File: src/rtl/sync_fifo_param.sv
// -----------------------------------------------------------------------------
// sync_fifo_param
//
// Single-clock FIFO with configurable width and depth. It provides an occupancy
// count, almost-full and almost-empty thresholds, one-cycle overflow and
// underflow pulses, and an optional first-word-fall-through read mode.
//
// Parameters
//   DATA_W     data word width in bits (>= 1)
//   DEPTH      number of entries, a power of 2 and >= 2
//   AF_THRESH  almost_full asserts while count >= AF_THRESH
//   AE_THRESH  almost_empty asserts while count <= AE_THRESH
//   FWFT       0: rd_data updates one cycle after an accepted read
//              1: rd_data always shows the head word (0 when empty)
//
// Ports
//   clk           system clock, rising edge
//   rst           synchronous reset, active low
//   wr_en/wr_data write request and data
//   rd_en         read request (FWFT=1: pops the displayed word)
//   rd_data       read data (registered)
//   full, empty, almost_full, almost_empty  registered occupancy flags
//   count         registered occupancy, 0..DEPTH
//   overflow      one-cycle pulse after a dropped write
//   underflow     one-cycle pulse after a rejected read
// -----------------------------------------------------------------------------
module sync_fifo_param #(
    parameter int DATA_W    = 8,
    parameter int DEPTH     = 16,
    parameter int AF_THRESH = 12,
    parameter int AE_THRESH = 4,
    parameter int FWFT      = 0
) (
    input  logic                     clk,
    input  logic                     rst,
    input  logic                     wr_en,
    input  logic [DATA_W-1:0]        wr_data,
    input  logic                     rd_en,
    output logic [DATA_W-1:0]        rd_data,
    output logic                     full,
    output logic                     empty,
    output logic                     almost_full,
    output logic                     almost_empty,
    output logic [$clog2(DEPTH):0]   count,
    output logic                     overflow,
    output logic                     underflow
);

    localparam int PTR_W = $clog2(DEPTH);
    localparam int CNT_W = PTR_W + 1;

    localparam logic [PTR_W-1:0] PTR_ONE = PTR_W'(1'b1);
    localparam logic [CNT_W-1:0] CNT_ONE = CNT_W'(1'b1);
    localparam logic [CNT_W-1:0] DEPTH_C = CNT_W'(DEPTH);
    localparam logic [CNT_W-1:0] AF_C    = CNT_W'(AF_THRESH);
    localparam logic [CNT_W-1:0] AE_C    = CNT_W'(AE_THRESH);

    // Reject non power-of-two depths at elaboration time.
    if ((DEPTH < 2) || ((DEPTH & (DEPTH - 1)) != 0)) begin : g_bad_depth
        $error("sync_fifo_param: DEPTH must be a power of 2 and >= 2");
    end

    logic [DATA_W-1:0] mem_r [DEPTH];
    logic [PTR_W-1:0]  wr_ptr_r;
    logic [PTR_W-1:0]  rd_ptr_r;
    logic [CNT_W-1:0]  count_r;
    logic [DATA_W-1:0] rd_data_r;
    logic              full_r;
    logic              empty_r;
    logic              almost_full_r;
    logic              almost_empty_r;
    logic              overflow_r;
    logic              underflow_r;

    logic              wr_ok_s;
    logic              rd_ok_s;
    logic [PTR_W-1:0]  wr_ptr_next_s;
    logic [PTR_W-1:0]  rd_ptr_next_s;
    logic [CNT_W-1:0]  count_next_s;
    logic [DATA_W-1:0] rd_data_next_s;

    // Accept decisions from pre-edge state; a write at full rides on a same-cycle pop.
    always_comb begin
        rd_ok_s = rd_en & ~empty_r;
        wr_ok_s = wr_en & (~full_r | rd_ok_s);
    end

    // Next pointers and next occupancy.
    always_comb begin
        wr_ptr_next_s = wr_ptr_r;
        rd_ptr_next_s = rd_ptr_r;
        count_next_s  = count_r;
        if (wr_ok_s) begin
            wr_ptr_next_s = wr_ptr_r + PTR_ONE;
        end else begin
            wr_ptr_next_s = wr_ptr_r;
        end
        if (rd_ok_s) begin
            rd_ptr_next_s = rd_ptr_r + PTR_ONE;
        end else begin
            rd_ptr_next_s = rd_ptr_r;
        end
        case ({wr_ok_s, rd_ok_s})
            2'b10:   count_next_s = count_r + CNT_ONE;
            2'b01:   count_next_s = count_r - CNT_ONE;
            default: count_next_s = count_r;
        endcase
    end

    // Next read data. In FWFT mode the head word is precomputed so rd_data stays
    // registered: when the slot that becomes the head is being written on this
    // same edge (empty FIFO, or a pop of the last word alongside a write), the
    // incoming word is forwarded instead of the stale memory contents.
    always_comb begin
        rd_data_next_s = rd_data_r;
        if (FWFT != 0) begin
            if (count_next_s == '0) begin
                rd_data_next_s = '0;
            end else if (wr_ok_s && (wr_ptr_r == rd_ptr_next_s)) begin
                rd_data_next_s = wr_data;
            end else begin
                rd_data_next_s = mem_r[rd_ptr_next_s];
            end
        end else begin
            if (rd_ok_s) begin
                rd_data_next_s = mem_r[rd_ptr_r];
            end else begin
                rd_data_next_s = rd_data_r;
            end
        end
    end

    // Storage array; not cleared by reset, and reset blocks a concurrent write.
    always_ff @(posedge clk) begin
        if (rst && wr_ok_s) begin
            mem_r[wr_ptr_r] <= wr_data;
        end
    end

    // Pointers, count, read data, flags and error pulses.
    always_ff @(posedge clk) begin
        if (!rst) begin
            wr_ptr_r       <= '0;
            rd_ptr_r       <= '0;
            count_r        <= '0;
            rd_data_r      <= '0;
            full_r         <= 1'b0;
            empty_r        <= 1'b1;
            almost_full_r  <= 1'b0;
            almost_empty_r <= 1'b1;
            overflow_r     <= 1'b0;
            underflow_r    <= 1'b0;
        end else begin
            wr_ptr_r       <= wr_ptr_next_s;
            rd_ptr_r       <= rd_ptr_next_s;
            count_r        <= count_next_s;
            rd_data_r      <= rd_data_next_s;
            // Flags are decoded from the next count so they line up with count_r.
            full_r         <= (count_next_s == DEPTH_C);
            empty_r        <= (count_next_s == '0);
            almost_full_r  <= (count_next_s >= AF_C);
            almost_empty_r <= (count_next_s <= AE_C);
            overflow_r     <= wr_en & ~wr_ok_s;
            underflow_r    <= rd_en & ~rd_ok_s;
        end
    end

    assign rd_data      = rd_data_r;
    assign full         = full_r;
    assign empty        = empty_r;
    assign almost_full  = almost_full_r;
    assign almost_empty = almost_empty_r;
    assign count        = count_r;
    assign overflow     = overflow_r;
    assign underflow    = underflow_r;

endmodule

File: config.mk
export PLATFORM = sky130hd
export DESIGN_NAME = sync_fifo_param
export DESIGN_NICKNAME = d
export VERILOG_FILES = /design/src/rtl/sync_fifo_param.sv
export SDC_FILE = /design/constraint.sdc
export NUM_CORES = 1
export LEC_CHECK = 0
export ABC_AREA = 1
export BUFFER_PORTS_ARGS = -buffer_cell sky130_fd_sc_hd__buf_4
export CAP_MARGIN = 20
export CORE_MARGIN = 3
export CORE_UTILIZATION = 55
export CTS_BUF_LIST = sky130_fd_sc_hd__clkbuf_2 sky130_fd_sc_hd__clkbuf_4 sky130_fd_sc_hd__clkbuf_8
export CTS_CLUSTER_DIAMETER = 40
export DETAILED_ROUTE_END_ITERATION = 8
export PLACE_DENSITY = 0.73
export SLEW_MARGIN = 5
export SYNTH_ARGS = -nofsm -noshare
export SYNTH_HDL_FRONTEND = slang
export SYNTH_SLANG_ARGS = --single-unit
File: constraint.sdc
create_clock -name clk -period 2.85 [get_ports clk]
set_input_delay 0.285 -clock clk [delete_from_list [all_inputs] [get_ports clk]]
set_output_delay 0.285 -clock clk [all_outputs]
set_load 0.005 [all_outputs]
==> impl_metrics.json <==
{
  "skew_ps": 9.51,
  "grt_overflow": 0,
  "tightest_slew_ps": 728,
  "syn-cell-area_um2": 6450,
  "nets": 673,
  "final_max_slew_viol_count": 0,
  "worst-endpoint-required_ps": 3230,
  "whs_ps": 62.5,
  "synth.yosys.seq_area_share": 0.680,
  "clockBufferDepth": 2,
  "yosysUniqueCellTypes": 26,
  "final-setup-viol-count": 0,
  "post-route-util": 0.651,
  "period_needed_ps": 2300,
  "power.net_switching_mw": 1.38,
  "max_slew_margin": 0.515,
  "yosysWarnings": 0,
  "synth_nets": 633,
  "cp-start-kind": "flip-flop",
  "combPwrFrac": 0.167,
  "reg2reg_slack_ps": 550,
  "grt_max_degree": 67,
  "ant_nets": 0,
  "worst_slack_ps": 551,
  "drt_iter0_drc": 406,
  "drcViolationCount": 0,
  "end_kind": "flip-flop",
  "routed_wirelength_mm": 14.2,
  "worstHoldEndpoint": "underflow",
  "synth_ff_type": "edfxtp_1",
  "synth.avg_cell_area_um2": 10.5,
  "p_seq_frac": 0.512,
  "drive_gt1_frac": 0.132,
  "clk_latency_ps": 460,
  "clock-root-buffer": "clkbuf_8",
  "tns_ps": 0,
  "die-area_um2": 13100,
  "grt_pass1_vias": 4385,
  "fp.dieH_um": 114,
  "synth_cells": 613,
  "io_pins": 31,
  "final.fill_count": 881,
  "pre_cts_ws_ps": 578,
  "rsz0062_at_grt": "false",
  "crit_type": "flip-flop to flip-flop",
  "swShare": 0.273,
  "ys_ff_latch": 155,
  "cts_tree": "built",
  "synth_edf_count": 128,
  "r2r_start": "empty",
  "clkSinkCount": 155,
  "vias": 4457,
  "fmax_mhz": 435,
  "status": "completed",
  "hp-start": "rd_en",
  "gp_congestion": 0.877,
  "firstDrtPassIters": 5,
  "p_clk_frac": 0.321,
  "async_reset_ff_frac": 0,
  "min_path_cells": 3,
  "grt_pass1_wl_mm": 22.7,
  "antenna_found_initial": 0,
  "dp_hpwl_mm": 8.82,
  "grt_usage": 0.233,
  "post_drt_wl_per_cell_um": 17.6,
  "crit_fanout": 21,
  "h-tree-depth": 4,
  "cts.clk_slew.worst_paths_ps": 80,
  "finalCritPeriodShare": 0.807,
  "area.growth.synth_to_final_pct": 12.3,
  "power_density_nw_per_um2": 695,
  "rows": 38,
  "arrival_ps": 2680,
  "p_leak_nw": 2.80,
  "reg2regPathDepth": 14,
  "start_util": 0.580,
  "postCtsSetupBuffers": 0,
  "r2r_end": "almost_full",
  "cts_resized": 0,
  "power_mw": 5.04,
  "cts_hold_buf": 0,
  "portBuffers": 30,
  "die_x_um": 114,
  "post_drt_via_cell_ratio": 5.53,
  "core_um2": 11100,
  "p_int_mw": 3.66,
  "cts_made_buffers": 17,
  "hold_viol_final": 0,
  "hold_class": "primary input to flip-flop",
  "cap_violations": 0,
  "vdd_drop_max_uv": 534,
  "num_antenna_cells": 0
}
==> registers in the layout, summed over array words and instances, names as in the netlist <==
register	cells
mem_r	128
rd_data	8
count	5
rd_ptr_r	4
wr_ptr_r	4
almost_empty	1
almost_full	1
empty	1
full	1
overflow	1
underflow	1
==> metal layers <==
metal	vias up	share of wire	global-route usage
met3	21	0.060	0.0566
li1	2163	-	-
met1	2106	0.43	0.308
met4	0	0.021	0.0926
met2	167	0.49	0.374
met5	-	0	0
==> kinds of logic after synthesis <==
family          count (synthesis)  share of synthesized area
compound gates                 28                     0.0219
xor+xnor                        1                    0.00136
fa+ha+maj                       8                     0.0155
buf+inv                        61                     0.0442
flops                         155                      0.680
mux                             1                    0.00155
simple gates                  359                      0.236
==> cell usage in the layout (no fill, tap or decap), types with 3 or more instances in the layout <==
cell and instances:
nand2_1 191, edfxtp_1 128, nand3_1 109, buf_4 50, nor2_1 46, inv_1 26
dfxtp_1 26, clkbuf_8 17, a21oi_1 12, o21ai_1 9, ha_1 8, clkinv_1 7
o21ai_0 6, inv_2 4, nand4_1 4, clkinvlp_4 4, nand2_2 3, bufinv_16 3
==> how the worst max path moves through the flow <==
stage,start,end,slack [ps],cells after the start
after global placement,rd_en,almost_empty,700,17
after detailed placement,rd_en,almost_empty,580,17
after global routing,empty,almost_full,300,16
after CTS,empty,almost_full,590,14
final,empty,almost_full,550,14
after floorplan,empty,almost_empty,890,18
==> layout make-up <==
class                           instances  area [um2]  share of cell area
Sequential cell                       155        4390               0.605
Multi-Input combinational cell        397        1780               0.246
Timing Repair Buffer                   51         395              0.0546
Clock buffer                           17         234              0.0323
Tap cell                              140         175              0.0242
Clock inverter                         15         156              0.0216
Inverter                               31         116              0.0161
==> stage by stage <==
stage,cell area (um2),std cells
3_3_place_gp,6850,774
5_1_grt,7240,806
4_1_cts,7240,806
3_5_place_dp,6850,774
6_report,7240,806
2_1_floorplan,6450,613
==> power by group through the flow <==
stage,combinational [mW],sequential (mW),clock (mW)
global placement,0.812,2.63,0
CTS,0.842,2.58,1.65
detailed placement,0.837,2.63,0
finish,0.839,2.58,1.62
floorplan,0.569,2.62,0
global route,0.949,2.59,1.75
==> worst max-delay path: stages, from the launching register on <==
cell,delay (ps)
dfxtp_1,350
nor2_4,120
buf_4,260
ha_1,310
nand2_1,90
inv_1,90
nor2_2,50
ha_1,170
inv_1,70
nand2_1,80
nand2_1,80
nand3_1,80
o21ai_0,160
nand2_1,140
o21ai_0,170
==> synth_stat cells (4+ instances only) <==
master / number / area, um2
nand4_1: 4 / 25.0
clkbuf_1: 5 / 18.8
a21oi_1: 12 / 60.1
edfxtp_1: 128 / 3840
inv_1: 26 / 97.6
buf_4: 8 / 60.1
o21ai_0: 6 / 30.0
dfxtp_1: 27 / 541
nand3_1: 109 / 546
buf_2: 15 / 75.1
inv_2: 4 / 15.0
o21ai_1: 9 / 45.0
ha_1: 8 / 100
nand2_1: 191 / 717
nor2_1: 46 / 173
Power figures use the tool's default switching activity.
